## config.mk

```make
export PLATFORM = sky130hd
export DESIGN_NAME = error_diffusion
export DESIGN_NICKNAME = d
export VERILOG_FILES = /design/src/rtl/error_diffusion.sv
export SDC_FILE = /design/constraint.sdc
export NUM_CORES = 1
export LEC_CHECK = 0
export BUFFER_PORTS_ARGS = -buffer_cell sky130_fd_sc_hd__buf_4
export CORE_AREA = 5 5 118 120
export DETAILED_ROUTE_END_ITERATION = 8
export DIE_AREA = 0 0 123 125
export PLACE_DENSITY = 0.55
export SYNTH_ARGS = -nofsm -noshare
export SYNTH_HDL_FRONTEND = slang
export SYNTH_SLANG_ARGS = --single-unit
```

## constraint.sdc

```tcl
create_clock -name clk -period 12.9 [get_ports clk]
set_clock_uncertainty 0.2 [all_clocks]
set_input_delay 3.225 -clock clk [delete_from_list [all_inputs] [get_ports clk]]
set_output_delay 3.225 -clock clk [all_outputs]
set_load 0.05 [all_outputs]
```

## src/rtl/error_diffusion.sv

```systemverilog
// error_diffusion: Floyd-Steinberg style error-diffusion kernel for one pixel.
//
// A valid_i pulse marks the center pixel on data_i. The next four cycles carry,
// in this order, the right, lower-right, lower-center and lower-left neighbours.
// The center is binarised against Thresh. The quantisation error is then spread
// onto the neighbours with weights 7/16, 1/16, 5/16 and 3/16, and each result
// is saturated to 0..255.
//
// Ports:
//   clk      system clock, rising edge
//   rst_n    asynchronous active-low reset
//   valid_i  one-cycle start pulse; data_i in that cycle is the center pixel
//   data_i   8-bit unsigned pixel sample
//   result0  binarised center (0 or 255)
//   result1  updated right neighbour        (x+1, y)
//   result2  updated lower-right neighbour  (x+1, y+1)
//   result3  updated lower-center neighbour (x,   y+1)
//   result4  updated lower-left neighbour   (x-1, y+1)
//   done     high for exactly one cycle when all five results are valid
//
// Configuration macro:
//   ED_ROUND_EN  when defined, the weighted error is rounded half up,
//                i.e. (err*w + 8) >>> 4. When undefined it is floored,
//                i.e. (err*w) >>> 4. Timing, ports and result0 are the same
//                either way.
module error_diffusion #(
  parameter int unsigned Thresh = 128
) (
  input  logic       clk,
  input  logic       rst_n,
  input  logic       valid_i,
  input  logic [7:0] data_i,
  output logic [7:0] result0,
  output logic [7:0] result1,
  output logic [7:0] result2,
  output logic [7:0] result3,
  output logic [7:0] result4,
  output logic       done
);

  localparam logic [7:0] ThreshB = 8'(Thresh);

  typedef enum logic [2:0] {
    StIdle,
    StCap1,
    StCap2,
    StCap3,
    StCap4,
    StFin
  } state_e;

  state_e            state_q, state_d;
  logic signed [8:0] err_q, err_d;
  logic [7:0]        res0_d;
  logic              start;
  logic [3:0]        weight;
  logic [7:0]        diffused;

  // A new sequence may only begin from IDLE or FIN; pulses in CAP1..CAP4 are ignored.
  assign start = valid_i && ((state_q == StIdle) || (state_q == StFin));

  always_comb begin
    state_d = state_q;
    weight  = 4'd0;
    unique case (state_q)
      StIdle: if (valid_i) state_d = StCap1;
      StCap1: begin state_d = StCap2; weight = 4'd7; end
      StCap2: begin state_d = StCap3; weight = 4'd1; end
      StCap3: begin state_d = StCap4; weight = 4'd5; end
      StCap4: begin state_d = StFin;  weight = 4'd3; end
      StFin:  state_d = valid_i ? StCap1 : StIdle;
      default: state_d = StIdle;
    endcase
  end

  // Center binarisation and its signed error (-128..127).
  always_comb begin
    res0_d = (data_i >= ThreshB) ? 8'd255 : 8'd0;
    err_d  = $signed({1'b0, data_i}) - $signed({1'b0, res0_d});
  end

  // Weighted error added to the current neighbour sample, all in signed 13-bit.
  logic signed [12:0] err_ext, prod, adj, shifted, sum;
  always_comb begin
    err_ext = {{4{err_q[8]}}, err_q};
    prod    = err_ext * $signed({9'd0, weight});
`ifdef ED_ROUND_EN
    adj     = prod + 13'sd8;
`else
    adj     = prod;
`endif
    shifted = adj >>> 4;
    sum     = shifted + $signed({5'd0, data_i});
    if (sum < 13'sd0) begin
      diffused = 8'd0;
    end else if (sum > 13'sd255) begin
      diffused = 8'd255;
    end else begin
      diffused = sum[7:0];
    end
  end

  always_ff @(posedge clk or negedge rst_n) begin
    if (!rst_n) begin
      state_q <= StIdle;
      err_q   <= '0;
      result0 <= '0;
      result1 <= '0;
      result2 <= '0;
      result3 <= '0;
      result4 <= '0;
    end else begin
      state_q <= state_d;
      if (start) begin
        result0 <= res0_d;
        err_q   <= err_d;
      end
      case (state_q)
        StCap1:  result1 <= diffused;
        StCap2:  result2 <= diffused;
        StCap3:  result3 <= diffused;
        StCap4:  result4 <= diffused;
        default: ;
      endcase
    end
  end

  assign done = (state_q == StFin);

endmodule
```

### Word-level counts from Yosys, hierarchy flattened

Cells that the tools add are included.
Widths: inputs -> output; s select.

| word-level totals | value |
|---|---|
| output and inout bits | 41 |
| bits in registers | 52 |

| operators by class | value |
|---|---|
| multipliers | 1 |
| equality and inequality tests | 6 |
| reduce and logical (&&, ||, !) cells | 3 |
| $lt $le $gt $ge | 3 |
| $add $sub $neg | 2 |
| mux-type cells | 7 |

Operators with widths:

| cell | count |
|---|---|
| $mux 8 | 3 |
| $pmux 3 s6 | 1 |
| $mul 9x4->13 | 1 |
| $pmux 3 s4 | 1 |
| $add 9x9->10 | 1 |
| $gt 10x9->1 const B | 1 |
| $lt 10x1->1 const B | 1 |
| $sub 8x8->9 | 1 |
| $ge 8x8->1 const B | 1 |
| $eq 3x2->1 const B | 2 |
| $eq 3x3->1 const B | 2 |
| $eq 3x1->1 const B | 1 |
| $logic_not 3->1 | 1 |
| $mux 3 | 1 |
| $ne 2x2->1 const B | 1 |
| $logic_and 1x1->1 | 1 |
| $logic_or 1x1->1 | 1 |
| $mux 1 | 1 |

### Longest topological paths before layout

Gate-level depths: netlist of run 1.

| logic depth | value |
|---|---|
| word-level depth | 7 |
| gate-level depth with buffers | 25 |
| depth with buffers taken out | 24 |

### Least setup slack after synthesis of run 1

Ideal clock, no wire load.

| path | value |
|---|---|
| path kind | flip-flop to flip-flop |
| start | register state_q[1] |
| end | register result2[7] |
| path slack | 6.750 ns |
| cell stages (with the launch flop) | 25 |
| period minus slack after synthesis | 6.150 ns |
| setup time | 0.125 ns |
| data arrival time | 5.825 ns |
| path through | dfrtp_1 clkbuf_1 or3b_2 clkbuf_1 and2_1 nor2b_1 ha_1 inv_1 fa_1 inv_1 ha_1 and2_1 or4b_4 a31oi_1 o21ai_0 nand2b_1 xor2_1 ha_1 a21oi_1 o21ai_0 o311ai_0 o311a_1 a31oi_4 o211a_4 mux2_4 |

| between the ends | value |
|---|---|
| cells in the longest elaborated chain, start to end | 7 |
| elaborated cells on any way between the ends | 11 |
| classes of those cells | 1 x add/sub; 1 x mul; 2 x order compare; 4 x eq/ne; 3 x mux |

RTL lines:

| item | line | RTL |
|---|---|---|
| start: declaration | 52 | `state_e state_q, state_d;` |
| start signal: assignment | 105 | `state_q <= StIdle;` |
| start signal: assignment | 113 | `state_q <= state_d;` |
| $eq 3x3->1 (tied with other cells) | 65 | `unique case (state_q)` |
| $pmux 3 s4 | 65 |  |
| $mul 9x4->13 | 86 | `prod = err_ext * $signed({9'd0, weight});` |
| $add 9x9->10 | 93 | `sum = shifted + $signed({5'd0, data_i});` |
| $gt 10x9->1 | 96 | `end else if (sum > 13'sd255) begin` |
| $mux 8 | 96 |  |
| $mux 8 | 94 | `if (sum < 13'sd0) begin` |
| end signal: assignment | 120 | `StCap2: result2 <= diffused;` |
| end: declaration | 35 | `output logic [7:0] result2,` |

Parallel ways exist; a longest one is shown, timed or not.
A chain may end at the register's enable or synchronous reset.

### Worst setup path in the final report of run 1

| path | value |
|---|---|
| start | register state_q[0] |
| end | register result3[7] |

| between the ends | value |
|---|---|
| cells in the longest elaborated chain, start to end | 7 |
| elaborated cells on any way between the ends | 11 |
| classes of those cells | 1 x add/sub; 1 x mul; 2 x order compare; 4 x eq/ne; 3 x mux |

RTL lines:

| item | line | RTL |
|---|---|---|
| $eq 3x3->1 (tied with other cells) | 65 |  |
| $pmux 3 s4 | 65 |  |
| $mul 9x4->13 | 86 |  |
| $add 9x9->10 | 93 |  |
| $gt 10x9->1 | 96 |  |
| $mux 8 | 96 |  |
| $mux 8 | 94 |  |
| end signal: assignment | 121 | `StCap3: result3 <= diffused;` |
| end: declaration | 36 | `output logic [7:0] result3,` |

Parallel ways exist; a longest one is shown, timed or not.

==> summary.txt, run 1 <==
Floorplanning
  • Initial Util: 0.2895
  • I/O pin count: 52
  • Die X: 123 um
  • # rows: 42
  • Die area: 0.01538 mm^2
  • Core area: 0.01287 mm^2
  • Die Y: 125 um

Placed design
  • Gpl congestion: 0.8302
  • DPL Wire Length: 7.226 mm
  • Number of I/O port buffers: 51
  • Pre-CTS setup slack: 5.794 ns

STA
  • Worst slew pin tran: 0.9088 ns
  • Max-slew violations: 0
  • Final hold vios: 0
  • RSZ-0062 raised after global routing: false
  • Final setup violation count: 0
  • Hold slack: 0.2887 ns
  • Fmax: 139.8 MHz
  • Final worst slack: 5.746 ns
  • Sum of negative setup slack: 0 ns
  • Slew headroom: 0.3864
  • Period utilisation layout: 0.5546
  • Tmin final: 7.154 ns

Logic synthesis
  • Synth async-reset ratio: 1.000
  • Synth Instances: 423
  • Yosys warnings: 0
  • Top-count cell post-synth: nand2_1
  • Synth Cell Area: 0.003727 mm^2
  • Synth cell types: 62
  • Most frequent cells after synthesis: 54 x nand2_1, 45 x dfrtp_1, 39 x inv_1
  • Syn avg cell area: 8.812 um^2
  • Sequential element share of the synthesized area: 0.3021
  • Post-synthesis sequential element count: 45
  • Post-synth top area share: 0.3021
  • Area leader, netlist: dfrtp_1
  • Number of synthesized flops with an enable pin: 0
  • Synth top area cells: dfrtp_1 30%, ha_1 12%, nand2_1 5.4%
  • Post-Syn Nets: 480
  • Main flop type after synthesis: dfrtp_1

Global route
  • First-pass GRT wire length: 15.26 mm
  • Global-route usage over all layers: 0.1208
  • Total gr overflow: 0
  • Number of global-route vias before repair: 3072
  • Largest net degree at the start of global routing: 46
  • Initial antenna violation count: 0

Job
  • MaxCap Viol Count: 0

Worst setup path
  • Crit-path cells: nor2b_1 -> nand2b_1 -> and2_1 -> nor2b_1 -> ha_1 -> fa_1 -> ha_1 -> and2_1 -> or4b_4 -> a31oi_1 -> o21ai_0 -> nand2b_1 -> xor2_1 -> ha_1 -> a21oi_1 -> o21ai_0 -> o311ai_0 -> o311a_1 -> a31oi_4 -> o211a_4 -> mux2_4
  • Max stage delay on crit path: 0.80 ns
  • Worst setup SP type: register
  • Crit Path Category: register to register
  • Cells on worst reg2reg path: 21
  • Reg-to-reg startpoint: state_q[0]$_DFFE_PN0P_
  • Arrival @ worst endpoint: 7.12 ns
  • Most used cell, CP: ha_1
  • CP required: 12.87 ns
  • RR Endpoint: result3[7]$_DFFE_PN0N_
  • Crit path capture type: register
  • Crit-path max FO: 16
  • R2r setup slk: 5.75 ns
  • Critical Path Slowest Stage Cell: o311ai_0

Detailed routing
  • DR DRC count: 0
  • Detail Route Antenna Nets: 0
  • Drt pass-1 iters: 4
  • Via count: 3038
  • Routed wire length: 8.914 mm
  • Vias per cell: 4.769
  • DR WL/cell: 13.99 um
  • Iteration-0 DRC count of the detailed router: 183

Worst hold path
  • Hold EP: result3[3]$_DFFE_PN0N_
  • Hold path startpoint: result3[3]$_DFFE_PN0N_
  • Hold depth: 2
  • HP Class: register to register

Clock tree
  • Clk sink count: 45
  • Clock Tree Buf Depth: 2
  • TritonCTS buffer count: 5
  • Htree depth: 2
  • Clock root buffer: clkbuf_16
  • Post-cts resize count: 0
  • Worst skew pair latency: 0.28 ns
  • CTS clk-pin slew, worst paths: 0.07 ns
  • CTS tree: yes
  • Post-CTS setup buffer count: 0
  • Hold buffer count at cts: 0

Cells and area
  • Nets: 517
  • ANT cells: 0
  • Area added between synthesis and finish: 16.78%
  • Proportion of layout cells with a drive suffix above 1: 0.1779

Outcome
  • Outcome: finished, final reports clean
worst max-delay path: cells and delay by family (launching register included):
kind	cells	cell delay, ns
AO/OA/AOI/OAI	8	2.14
XOR/XNOR	1	0.21
adder cells (fa/ha/maj)	4	1.38
flip-flops	1	0.52
multiplexers	1	0.27
AND/OR/NAND/NOR	7	2.29
kinds of logic (layout without fill, tap and decap cells):
| logic type | count (synthesis) | count (layout) | share of synthesized area |
|---|---|---|---|
| flip-flops | 45 | 45 | 0.3021 |
| buffers and inverters | 61 | 99 | 0.07452 |
| multiplexers | 6 | 6 | 0.02182 |
| XOR/XNOR | 18 | 18 | 0.04431 |
| adder cells (fa/ha/maj) | 46 | 46 | 0.1746 |
| AO/OA/AOI/OAI | 100 | 100 | 0.1806 |
| AND/OR/NAND/NOR | 147 | 147 | 0.2021 |
registers in the layout, summed over array words and instances, names as in the netlist:
| signal | count |
|---|---|
| result1 | 8 |
| result0 | 1 |
| result2 | 8 |
| result3 | 8 |
| err_q | 9 |
| result4 | 8 |
| state_q | 3 |
worst max path at each step:
stage	slack, ns	start	depth (start not counted)	end
after floorplan	6.75	state_q[1]$_DFFE_PN0P_	24	result2[7]$_DFFE_PN0P_
after global placement	6.00	state_q[0]$_DFFE_PN0P_	23	result3[7]$_DFFE_PN0N_
after detailed placement	5.79	state_q[0]$_DFFE_PN0P_	23	result2[7]$_DFFE_PN0P_
after CTS	5.77	state_q[0]$_DFFE_PN0P_	23	result3[7]$_DFFE_PN0N_
after global routing	5.05	state_q[0]$_DFFE_PN0P_	23	result3[7]$_DFFE_PN0N_
final	5.75	state_q[0]$_DFFE_PN0P_	21	result3[7]$_DFFE_PN0N_
area by class of cell:
cell class / count / area, um^2
inverter: 40 / 150.1
clock buffer: 5 / 125.1
sequential: 45 / 1126
fill: 1359 / 8522
multi-input combinational: 317 / 2323
tap: 176 / 220.2
timing repair buffer: 51 / 382.9
clock inverter: 3 / 25.02
through the flow:
| stage | area (um^2) | instances | utilization |
|---|---|---|---|
| 5_1_grt | 4353 | 637 | 0.3381 |
| 2_1_floorplan | 3727 | 423 | - |
| 3_5_place_dp | 4203 | 629 | 0.3264 |
| 4_1_cts | 4353 | 637 | 0.3381 |
| 3_3_place_gp | 4203 | 629 | 0.3264 |
| 6_report | 4353 | 637 | 0.3381 |
routing by layer:
metal,GRT usage,share of wire
met1,0.1669,0.47
met2,0.1949,0.46
met3,0.02078,0.049
met4,0.03192,0.015
met5,0,0
layout by cell type (no fill, tap or decap), types with 4 or more instances in the layout:
cell / n
dfrtp_1: 45
buf_4: 51
nor3_1: 5
nor2_1: 18
inv_1: 39
clkbuf_16: 5
nand2b_1: 7
and2_1: 13
nand3_1: 10
xnor2_1: 13
fa_1: 10
nor2b_1: 10
nand4_1: 6
ha_1: 36
or3_1: 4
nand2_1: 54
o211ai_2: 4
a21oi_1: 13
a21o_1: 7
o21ai_0: 16
o21ai_1: 31
mux2_4: 4
and3_1: 5
xor2_1: 4
Power of run 1 is not shown: default switching activity piles up to over one toggle a cycle in this logic, so the estimate is an artifact.
==> inputs of run 2 (changes only) <==
- clock period: 12.9 -> 7.3 ns (I/O delays scaled with it)
==> run 2 against run 1 <==
Count of clock-buffer cells in the layout is the same. Largest cell class unchanged. Flip-flop and latch count unchanged. Core utilization grew 0.18 points.
==> summary.txt, run 2 (same netlist as run 1, synthesis figures left out) <==
Worst setup path
  • Arrival @ worst endpoint: 6.20 ns (was 7.12 ns)
  • CP required: 7.26 ns (was 12.87 ns)
  • Cells on worst reg2reg path: 22 (was 21)
  • Crit path capture type: register (unchanged)
  • R2r setup slk: 1.06 ns (was 5.75 ns)
  • Reg-to-reg startpoint: state_q[2]$_DFFE_PN0P_ (was state_q[0]$_DFFE_PN0P_)
  • Crit path to: result3[1]$_DFFE_PN0N_ (was result3[7]$_DFFE_PN0N_)
  • Worst setup path startpoint: state_q[2]$_DFFE_PN0P_ (was state_q[0]$_DFFE_PN0P_)
  • RR Endpoint: result3[1]$_DFFE_PN0N_ (was result3[7]$_DFFE_PN0N_)
  • Crit-path max FO: 17 (was 16)
  • Crit Path Category: register to register (unchanged)
  • Worst setup SP type: register (unchanged)

Worst hold path
  • HP Class: register to register (unchanged)

Global route
  • Met2 Use GR: 0.2104 (was 0.1949)
  • GR Util met3: 0.02123 (was 0.02078)
  • Total gr overflow: 0 (unchanged)
  • Largest net degree at the start of global routing: 46 (unchanged)
  • Initial antenna violation count: 0 (unchanged)
  • First-pass GRT wire length: 15.45 mm (was 15.26 mm)
  • Global-route usage over all layers: 0.1247 (was 0.1208)
  • Number of global-route vias before repair: 3054 (was 3072)
  • Met1 Use GR: 0.1625 (was 0.1669)
  • Gr busiest metal: met2 (unchanged)

STA
  • Period utilisation layout: 0.8552 (was 0.5546)
  • Max-slew violations: 0 (unchanged)
  • Final hold vios: 0 (unchanged)
  • Hold slack: 0.2837 ns (was 0.2887 ns)
  • Fmax: 160.2 MHz (was 139.8 MHz)
  • Slew headroom: 0.5199 (was 0.3864)
  • RSZ-0062 raised after global routing: false (unchanged)
  • Final setup violation count: 0 (unchanged)
  • Worst slew pin tran: 0.7179 ns (was 0.9088 ns)
  • Tmin final: 6.243 ns (was 7.154 ns)
  • Final worst slack: 1.057 ns (was 5.746 ns)
  • Sum of negative setup slack: 0 ns (unchanged)

Detailed routing
  • Vias per cell: 4.780 (was 4.769)
  • Iteration-0 DRC count of the detailed router: 116 (was 183)
  • DR DRC count: 0 (unchanged)
  • Drt pass-1 iters: 4 (unchanged)
  • Detail Route Antenna Nets: 0 (unchanged)
  • Routed wire length: 9.365 mm (was 8.914 mm)
  • DR WL/cell: 14.63 um (was 13.99 um)
  • Via count: 3059 (was 3038)

Clock tree
  • CTS tree: yes (unchanged)
  • Post-cts resize count: 0 (unchanged)
  • Hold buffer count at cts: 0 (unchanged)
  • Clock root buffer: clkbuf_16 (unchanged)
  • TritonCTS buffer count: 5 (unchanged)
  • CTS clk-pin slew, worst paths: 0.07 ns (about the same)
  • Clk sink count: 45 (unchanged)
  • Worst skew pair latency: 0.29 ns (was 0.28 ns)
  • Post-CTS setup buffer count: 0 (unchanged)
  • Clock Tree Buf Depth: 2 (unchanged)
  • Htree depth: 2 (unchanged)

Cells and area
  • Post-layout util: 0.3398 (was 0.3381)
  • Nets: 520 (was 517)
  • Proportion of layout cells with a drive suffix above 1: 0.1832 (was 0.1779)
  • Most frequent cells in the layout: 54 x nand2_1, 54 x buf_4, 45 x dfrtp_1 (was 54 x nand2_1, 51 x buf_4, 45 x dfrtp_1)
  • # fillers: 1336 (was 1359)
  • Max reg flops: 9 (unchanged)
  • Area added between synthesis and finish: 17.39% (was 16.78%)
  • ANT cells: 0 (unchanged)
  • Most flops, register: err_q (unchanged)

Placed design
  • Pre-CTS setup slack: 1.062 ns (was 5.794 ns)
  • Gpl congestion: 0.8672 (was 0.8302)
  • DPL Wire Length: 7.488 mm (was 7.226 mm)
  • Number of I/O port buffers: 51 (unchanged)

Floorplanning
  • I/O pin count: 52 (unchanged)
  • Die Y: 125 um (unchanged)
  • Die X: 123 um (unchanged)
  • # rows: 42 (unchanged)
  • Die area: 0.01538 mm^2 (unchanged)
  • Core area: 0.01287 mm^2 (unchanged)
  • Initial Util: 0.2895 (unchanged)

Job
  • MaxCap Viol Count: 0 (unchanged)

Outcome
  • Outcome: finished, final reports clean (unchanged)
run 2: final cells by class:
class	count	area, um^2	share of cell area
Multi-Input combinational cell	317	2323	0.5310
Timing Repair Buffer	54	405.4	0.09265
Clock buffer	5	125.1	0.02860
Inverter	40	150.1	0.03432
Tap cell	176	220.2	0.05033
Clock inverter	3	25.02	0.005719
Sequential cell	45	1126	0.2574
run 2: worst max-delay path, cell delays in order (launching register included):
cell       delay, ns
dfrtp_1         0.52
or3b_2          0.66
and2_1          0.31
nor2b_1         0.15
ha_1            0.15
inv_1           0.05
fa_1            0.52
inv_1           0.04
ha_1            0.33
and2_1          0.16
or4b_4          0.49
a31oi_1         0.22
o21ai_0         0.10
nand2b_1        0.11
a21oi_1         0.09
xnor2_1         0.13
ha_1            0.36
o2111ai_1       0.20
and3_1          0.26
o21ai_1         0.40
nand3_1         0.13
a21boi_1        0.38
o21ai_1         0.14
run 2: worst min path at each step:
stage | start | cells after the start | to | slack (ns)
CTS | result2[0]$_DFFE_PN0P_ | 2 | result2[0]$_DFFE_PN0P_ | 0.29
global route | result1[6]$_DFFE_PN0P_ | 2 | result1[6]$_DFFE_PN0P_ | 0.31
finish | result1[0]$_DFFE_PN0P_ | 2 | result1[0]$_DFFE_PN0P_ | 0.28
detailed placement | result2[0]$_DFFE_PN0P_ | 2 | result2[0]$_DFFE_PN0P_ | 0.28
floorplan | err_q[0]$_DFFE_PN0P_ | 2 | err_q[0]$_DFFE_PN0P_ | 0.26
global placement | result2[0]$_DFFE_PN0P_ | 2 | result2[0]$_DFFE_PN0P_ | 0.27
run 2: layer usage:
metal / part of all wire / vias up / wire length [um]
met4: 0.021 / 0 / 193
li1: - / 1544 / -
met3: 0.038 / 14 / 356
met2: 0.48 / 63 / 4470
met5: 0 / - / 0
met1: 0.46 / 1438 / 4346
run 2: metrics by stage:
stage	instances	cell area (um^2)
floorplan	423	3727
global placement	632	4225
detailed placement	632	4225
CTS	640	4375
global route	640	4375
finish	640	4375
Power of run 2 is left out for the same reason.
